File: src/rtl/scc_pkg.sv
// rtl/scc_pkg.sv - shared FSM state and owner encodings for mem_arbiter
package scc_pkg;

    typedef enum logic [1:0] {
        IDLE = 2'd0,
        WAIT = 2'd1,
        DONE = 2'd2
    } arb_state_e;

    typedef enum logic {
        OWN_IF = 1'b0,
        OWN_EX = 1'b1
    } owner_e;

    // Latency counter width; covers MEM_LAT up to 15
    localparam int CNT_W = 4;

endpackage

File: src/rtl/mem_arbiter_if.sv
// rtl/mem_arbiter_if.sv - fetch/execute request ports and single-port memory bus
interface mem_arbiter_if;

    logic        if_req;
    logic [31:0] if_addr;
    logic [31:0] if_rdata;
    logic        if_rvalid;

    logic        ex_req;
    logic        ex_we;
    logic [31:0] ex_addr;
    logic [31:0] ex_wdata;
    logic [31:0] ex_rdata;
    logic        ex_rvalid;

    logic        stall;

    logic        mem_en;
    logic        mem_we;
    logic [31:0] mem_addr;
    logic [31:0] mem_wdata;
    logic [31:0] mem_rdata;

    // Arbiter side
    modport slave (
        input  if_req, if_addr, ex_req, ex_we, ex_addr, ex_wdata, mem_rdata,
        output if_rdata, if_rvalid, ex_rdata, ex_rvalid, stall,
               mem_en, mem_we, mem_addr, mem_wdata
    );

    // Pipeline and memory side
    modport master (
        output if_req, if_addr, ex_req, ex_we, ex_addr, ex_wdata, mem_rdata,
        input  if_rdata, if_rvalid, ex_rdata, ex_rvalid, stall,
               mem_en, mem_we, mem_addr, mem_wdata
    );

endinterface

File: src/rtl/mem_arb_pick.sv
// rtl/mem_arb_pick.sv - requester select, fixed ex priority or round robin (MEM_ARB_RR_EN)
module mem_arb_pick
    import scc_pkg::*;
(
    input  logic   if_req,
    input  logic   ex_req,
    input  owner_e last_owner,
    output logic   grant_ex
);

`ifdef MEM_ARB_RR_EN
    // On a tie, hand the port to whoever did not own the previous transaction
    always_comb begin
        grant_ex = ex_req && (!if_req || (last_owner == OWN_IF));
    end
`else
    // Execute stage always wins a tie; last_owner is not needed here
    logic unused_last_owner;
    assign unused_last_owner = last_owner;

    always_comb begin
        grant_ex = ex_req;
    end
`endif

endmodule

File: src/rtl/mem_arbiter.sv
// rtl/mem_arbiter.sv - fetch/execute arbiter for one memory port, round robin under MEM_ARB_RR_EN
module mem_arbiter
    import scc_pkg::*;
#(
    parameter int MEM_LAT = 2
)
(
    input  logic          clk,
    input  logic          rst,
    mem_arbiter_if.slave  bus
);

    localparam logic [CNT_W-1:0] LAT_M1 = CNT_W'(MEM_LAT - 1);

    arb_state_e        state_q, state_d;
    logic [CNT_W-1:0]  cnt_q, cnt_d;
    owner_e            owner_q, owner_d;
    logic              we_q, we_d;
    logic [31:0]       addr_q, addr_d;
    logic [31:0]       wdata_q, wdata_d;

    owner_e            last_owner;
    logic              grant;
    logic              grant_ex;

    // A grant never happens while reset is held
    assign grant = (state_q == IDLE) && !rst && (bus.if_req || bus.ex_req);

    mem_arb_pick u_pick (
        .if_req     (bus.if_req),
        .ex_req     (bus.ex_req),
        .last_owner (last_owner),
        .grant_ex   (grant_ex)
    );

`ifdef MEM_ARB_RR_EN
    owner_e last_owner_q, last_owner_d;

    assign last_owner_d = grant ? (grant_ex ? OWN_EX : OWN_IF) : last_owner_q;
    assign last_owner   = last_owner_q;

    // Track the owner of the most recent grant for tie breaking
    always_ff @(posedge clk) begin
        if (rst) last_owner_q <= OWN_IF;
        else     last_owner_q <= last_owner_d;
    end
`else
    assign last_owner = OWN_IF;
`endif

    // FSM state and latched transaction registers
    always_ff @(posedge clk) begin
        if (rst) begin
            state_q <= IDLE;
            cnt_q   <= '0;
            owner_q <= OWN_IF;
            we_q    <= 1'b0;
            addr_q  <= '0;
            wdata_q <= '0;
        end else begin
            state_q <= state_d;
            cnt_q   <= cnt_d;
            owner_q <= owner_d;
            we_q    <= we_d;
            addr_q  <= addr_d;
            wdata_q <= wdata_d;
        end
    end

    // Next state, grant latch and all bus outputs; outputs are quiet during reset
    always_comb begin
        state_d       = state_q;
        cnt_d         = cnt_q;
        owner_d       = owner_q;
        we_d          = we_q;
        addr_d        = addr_q;
        wdata_d       = wdata_q;
        bus.mem_en    = 1'b0;
        bus.mem_we    = 1'b0;
        bus.mem_addr  = '0;
        bus.mem_wdata = '0;
        bus.if_rvalid = 1'b0;
        bus.if_rdata  = '0;
        bus.ex_rvalid = 1'b0;
        bus.ex_rdata  = '0;
        bus.stall     = 1'b0;

        case (state_q)
            IDLE: begin
                if (grant) begin
                    owner_d       = grant_ex ? OWN_EX : OWN_IF;
                    addr_d        = grant_ex ? bus.ex_addr : bus.if_addr;
                    we_d          = grant_ex && bus.ex_we;
                    wdata_d       = grant_ex ? bus.ex_wdata : 32'h0;
                    cnt_d         = LAT_M1;
                    state_d       = (MEM_LAT == 1) ? DONE : WAIT;
                    bus.mem_en    = 1'b1;
                    bus.mem_we    = we_d;
                    bus.mem_addr  = addr_d;
                    bus.mem_wdata = wdata_d;
                    bus.stall     = 1'b1;
                end
            end
            WAIT: begin
                cnt_d = cnt_q - 1'b1;
                if (cnt_q == 1) state_d = DONE;
                if (!rst) begin
                    bus.mem_we    = we_q;
                    bus.mem_addr  = addr_q;
                    bus.mem_wdata = wdata_q;
                    bus.stall     = 1'b1;
                end
            end
            DONE: begin
                state_d = IDLE;
                cnt_d   = '0;
                if (!rst) begin
                    bus.mem_we    = we_q;
                    bus.mem_addr  = addr_q;
                    bus.mem_wdata = wdata_q;
                    if (owner_q == OWN_EX) begin
                        bus.ex_rvalid = 1'b1;
                        bus.ex_rdata  = we_q ? 32'h0 : bus.mem_rdata;
                        bus.stall     = bus.if_req;
                    end else begin
                        bus.if_rvalid = 1'b1;
                        bus.if_rdata  = bus.mem_rdata;
                        bus.stall     = bus.ex_req;
                    end
                end
            end
            default: begin
                state_d = IDLE;
            end
        endcase
    end

endmodule
File: src/flat_wrapper.sv
// flat-port wrapper written by rule: the top's interface ports become plain ports
module mem_arbiter_flat import scc_pkg::*;
#(
    parameter int MEM_LAT = 2
)
  (clk, rst, bus_if_req, bus_if_addr, bus_ex_req, bus_ex_we, bus_ex_addr, bus_ex_wdata, bus_mem_rdata, bus_if_rdata, bus_if_rvalid, bus_ex_rdata, bus_ex_rvalid, bus_stall, bus_mem_en, bus_mem_we, bus_mem_addr, bus_mem_wdata);
  mem_arbiter_if bus_i ();
  input  logic clk;
  input  logic rst;
  input wire logic [$bits(bus_i.if_req)-1:0] bus_if_req;
  input wire logic [$bits(bus_i.if_addr)-1:0] bus_if_addr;
  input wire logic [$bits(bus_i.ex_req)-1:0] bus_ex_req;
  input wire logic [$bits(bus_i.ex_we)-1:0] bus_ex_we;
  input wire logic [$bits(bus_i.ex_addr)-1:0] bus_ex_addr;
  input wire logic [$bits(bus_i.ex_wdata)-1:0] bus_ex_wdata;
  input wire logic [$bits(bus_i.mem_rdata)-1:0] bus_mem_rdata;
  output wire logic [$bits(bus_i.if_rdata)-1:0] bus_if_rdata;
  output wire logic [$bits(bus_i.if_rvalid)-1:0] bus_if_rvalid;
  output wire logic [$bits(bus_i.ex_rdata)-1:0] bus_ex_rdata;
  output wire logic [$bits(bus_i.ex_rvalid)-1:0] bus_ex_rvalid;
  output wire logic [$bits(bus_i.stall)-1:0] bus_stall;
  output wire logic [$bits(bus_i.mem_en)-1:0] bus_mem_en;
  output wire logic [$bits(bus_i.mem_we)-1:0] bus_mem_we;
  output wire logic [$bits(bus_i.mem_addr)-1:0] bus_mem_addr;
  output wire logic [$bits(bus_i.mem_wdata)-1:0] bus_mem_wdata;
  assign bus_i.if_req = bus_if_req;
  assign bus_i.if_addr = bus_if_addr;
  assign bus_i.ex_req = bus_ex_req;
  assign bus_i.ex_we = bus_ex_we;
  assign bus_i.ex_addr = bus_ex_addr;
  assign bus_i.ex_wdata = bus_ex_wdata;
  assign bus_i.mem_rdata = bus_mem_rdata;
  assign bus_if_rdata = bus_i.if_rdata;
  assign bus_if_rvalid = bus_i.if_rvalid;
  assign bus_ex_rdata = bus_i.ex_rdata;
  assign bus_ex_rvalid = bus_i.ex_rvalid;
  assign bus_stall = bus_i.stall;
  assign bus_mem_en = bus_i.mem_en;
  assign bus_mem_we = bus_i.mem_we;
  assign bus_mem_addr = bus_i.mem_addr;
  assign bus_mem_wdata = bus_i.mem_wdata;
  mem_arbiter #(.MEM_LAT(MEM_LAT)) u_core (.clk(clk), .rst(rst), .bus(bus_i));
endmodule
File: config.mk
export PLATFORM = sky130hd
export DESIGN_NAME = mem_arbiter_flat
export DESIGN_NICKNAME = d
export VERILOG_FILES = /design/src/rtl/scc_pkg.sv /design/src/rtl/mem_arbiter_if.sv /design/src/rtl/mem_arb_pick.sv /design/src/rtl/mem_arbiter.sv /design/src/flat_wrapper.sv
export SDC_FILE = /design/constraint.sdc
export NUM_CORES = 1
export LEC_CHECK = 0
export ABC_AREA = 1
export CORE_MARGIN = 1
export CORE_UTILIZATION = 41
export DETAILED_ROUTE_END_ITERATION = 10
export PLACE_DENSITY_LB_ADDON = 0.1
export SLEW_MARGIN = 20
export SYNTH_ARGS = -nofsm -noshare
export SYNTH_HDL_FRONTEND = slang
export SYNTH_SLANG_ARGS = --single-unit
File: constraint.sdc
create_clock -name clk -period 5 [get_ports clk]
set_input_delay 1.25 -clock clk [delete_from_list [all_inputs] [get_ports clk]]
set_output_delay 1.25 -clock clk [all_outputs]
set_load 0.05 [all_outputs]
After elaboration in Yosys (flattened, before gate mapping)
Cells that the tools add are included.

Bits in registers: 72. Input bits: 133. Output and inout port bits: 133. Logic and storage cells: 59.

Add/subtract/negate cells: 1. Equal/unequal tests: 5. Mux-type cells: 36. Reduce and logical (&&, ||, !) cells: 11.

Operators by type and width (number): $mux 32 (13); $pmux 32 s2 (2); $mux 1 (14); $pmux 4 s3 (1); $reduce_and 2->1 (3); $eq 4x1->1 const B (1); $mux 2 (2); $mux 4 (1); $ne 2x1->1 const B (2); $pmux 2 s2 (1); $sub 4x1->4 const B (1); $logic_and 1x1->1 (3); $pmux 1 s3 (1); $reduce_bool 3->1 (1); $eq 2x1->1 const B (1); $eq 2x2->1 const B (1); $logic_not 2->1 (1); $pmux 1 s2 (1); $reduce_or 2->1 (1); $logic_not 1->1 (1); $logic_or 1x1->1 (1).

Logic depth before layout (Yosys ltp)
Word-level depth: 5. Mapped depth: 8.

By module
A second synthesis with hierarchy kept.

Cells, all modules: 721. Area, all modules: 4330.4 µm².

Modules (own cells, without submodules): mem_arbiter (instances 1, cells an instance 720, area an instance 4322.9 µm²); mem_arb_pick (instances 1, cells an instance 1, area an instance 7.5 µm²).

Worst setup path before layout
OpenSTA, ideal clock, no wires.

Kind: input to output. From: input rst. To: output bus_if_rdata[10]. Arrival: 3.150 ns. Slack: 0.600 ns. Stages on the path: 5. Cells stage by stage: buf_4 nor3_2 inv_2 clkbuf_1 nor2_1.

Longest elaborated chain between the ends: 2.

Ends and longest elaborated chain: start, declared (RTL line flat_wrapper.sv:9) `input logic rst;`; $mux 32 (RTL line mem_arbiter.sv:117) `if (!rst) begin`; $mux 32 (RTL line mem_arbiter.sv:88) `case (state_q)`; end, declared (RTL line flat_wrapper.sv:17) `output wire logic [$bits(bus_i.if_rdata)-1:0] bus_if_rdata;`.

Every way passes these cells.

Final worst setup path
From: input rst. To: output bus_if_rdata[4].

Same word-level chain as after synthesis.

==> run summary <==
Status: finished clean
DRC viols: 0
PD cells: 350.6 nW/um2
WHS Path Cells: 2
Maximum capacitance violations: 0
Startpoint Class: input pin
Num Clock Sinks: 72
Top cells by count, synth: 217 x nand2_1, 109 x nand3_1, 78 x inv_1
Pre-antenna DRT Iters: 6
Max Root-Sink Buffers: 2
Worst setup EP type: primary output
Post-synth EDFFs: 0
DR iter-0 viols: 405
# nets final: 1092
Pre-CTS setup slack: 0.4122 ns
Final wirelength: 16620 um
P_leak: 3.743 nW
Synth Instances: 719
Synth area leader: dfxtp_1
Initial Utilization: 43.10%
Fin util: 81.64%
Fin. max-slew vios: 0
IO Port Bufs: 265
Period utilization: 91.57%
CTS tree: built
Synth area leaders: dfxtp_1 34%, nand2_1 19%, nand3_1 13%
RR Startpoint: u_core.state_q[0]$_SDFFE_PP0P_
Final setup TNS: 0 ns
Area Overhead vs Synth: 89.41%
I/O Pins: 266
Die X: 104.3 um
R2r setup slk: 2.75 ns
Hold_buf cts: 0
Drt wl/cell: 15.20 um
Setup Fix Bufs, Post-CTS: 0
Share of cells above drive strength 1: 14.63%
Fin worst setup slack: 0.4216 ns
Reg2Reg Depth: 7
Hold Path End: u_core.addr_q[26]$_SDFFE_PP0P_
Core Area: 9955 um2
Worst slew pin tran: 0.8938 ns
Post-DP HPWL: 12330 um
Final Setup Violations: 0
Yosys warning total: 0
Worst path arrival time: 3.33 ns
Die height: 104.3 um
Post-Syn Nets: 859
Max Clk Rate: 0.2184 GHz
Avg Cell Area, Syn: 5.967 um2
Vias in the first global route: 5453
Async SR Flop Fraction: 0%
Post-route ant nets: 0
Row count: 36
Global-route wire length before repair: 26760 um
Share of the synthesized area in the top cell type: 33.60%
Flops & latches, synth: 72
Hold Vio Cnt, Final: 0
Dominant synthesized flop cell: dfxtp_1
Placer Congestion: 0.9074
Worst hold start: u_core.addr_q[26]$_SDFFE_PP0P_
Die area: 10880 um2
Vias per inst: 5.135
Peak supply drop: 0.2096 mV
Num CTS Buffers: 9
Sequential share of the synthesized area: 33.60%
H-tree lvl count: 3
Post-cts resize count: 0
Crit Path Max Fanout: 32
Largest net degree at the start of global routing: 101
Clock root cell: clkbuf_8
Worst r2r dst: u_core.cnt_q[3]$_SDFFE_PP0P_
Post-Syn Area: 4290 um2
Global route overflow: 0
Vias post-DR: 5613
Tmin final: 4.578 ns
Worst Skew: 0.005392 ns
Worst slew margin: 40.41%
Initial antenna violation count: 3
Yosys cell types: 20
WS Path Type: input pin to primary output
Total GRT Usage: 30.54%
Min-Delay Path Class: flip-flop to flip-flop
Count leader, synth: nand2_1
Unrepaired setup endpoints after global routing: no
Worst Path Required: 3.75 ns
Skew-Pair Late Insertion Delay: 0.36 ns
Reg clk slew, reported paths: 0.07 ns
[power breakdown]
group | leakage, nW | total [mW] | switching (mW) | internal, mW
clock | 0.0941 | 0.445 | 0.216 | 0.229
combinational | 3.06 | 1.65 | 0.995 | 0.658
sequential | 0.591 | 0.751 | 0.0660 | 0.685
[worst max-delay path by stage]
stage / slack (ns) / cells after the start / startpoint / end
3_5_place_dp: 0.41 / 5 / rst / bus_if_rdata[13]
6_report: 0.42 / 5 / rst / bus_if_rdata[4]
4_1_cts: 0.41 / 5 / rst / bus_if_rdata[13]
5_1_grt: 0.29 / 5 / rst / bus_if_rdata[13]
3_3_place_gp: 0.64 / 5 / rst / bus_if_rdata[2]
2_1_floorplan: 0.60 / 5 / rst / bus_if_rdata[10]
[state kept, by name, indices dropped and copies added (netlist names)]
| signal | cells |
|---|---|
| u_core.owner_q | 1 |
| u_core.wdata_q | 32 |
| u_core.we_q | 1 |
| u_core.addr_q | 32 |
| u_core.cnt_q | 4 |
| u_core.state_q | 2 |
[worst max-delay path: stages]
cell             delay, ns
clkdlybuf4s50_1       0.45
nor3_2                0.30
inv_2                 0.28
nor2_1                0.22
clkdlybuf4s50_1       0.83
[placed cells by master, fill, tap and decap left out]
cell / instances
nand2_1: 217
clkdlybuf4s50_1: 157
nand3_1: 109
buf_12: 101
inv_1: 78
nor2_1: 72
dfxtp_1: 72
a21oi_1: 69
o21ai_0: 32
buf_4: 16
clkbuf_8: 9
ha_1: 6
diode_2: 3
clkinv_2: 3
clkbuf_1: 3
nor2_4: 2
inv_2: 2
o21ai_4: 1
o21ai_1: 1
nor3_2: 1
o21bai_4: 1
or2_2: 1
a22oi_1: 1
ha_2: 1
bufinv_16: 1
buf_2: 1
[layer usage]
metal / track usage (%) / part of all wire (%)
met5: 0 / 0
met2: 56.53 / 54
met3: 7.895 / 6.9
met4: 16.94 / 3.8
met1: 30.90 / 35
[cells by family (layout without fill, tap and decap cells)]
kind of cell / after synthesis / after routing / share of synthesized area [%]
compound gates: 105 / 105 / 12.72
fa+ha+maj: 7 / 7 / 2.041
buf+inv: 133 / 371 / 12.92
flops: 72 / 72 / 33.60
other cells: 0 / 3 / 0
simple gates: 402 / 402 / 38.73
[stage by stage]
step,total power [mW],cells,hold slack (ns),cell area (um2)
finish,2.849,1093,0.4719,8127
CTS,2.857,1090,0.4738,8119
global route,2.992,1093,0.4887,8127
detailed placement,2.409,1074,0.4631,7939
global placement,2.355,1074,0.4576,7939
floorplan,1.668,719,0.4476,4290
[final cells by class]
cell class | count | area, um2
well taps | 133 | 166.4
fillers | 674 | 1828
repair buffers | 275 | 3719
clock buffers | 12 | 135.1
flip-flops and latches | 72 | 1441
multi-input cells | 514 | 2312
diodes | 3 | 7.507
inverters | 80 | 300.3
clock inverters | 4 | 45.04
Power figures use the tool's default switching activity.
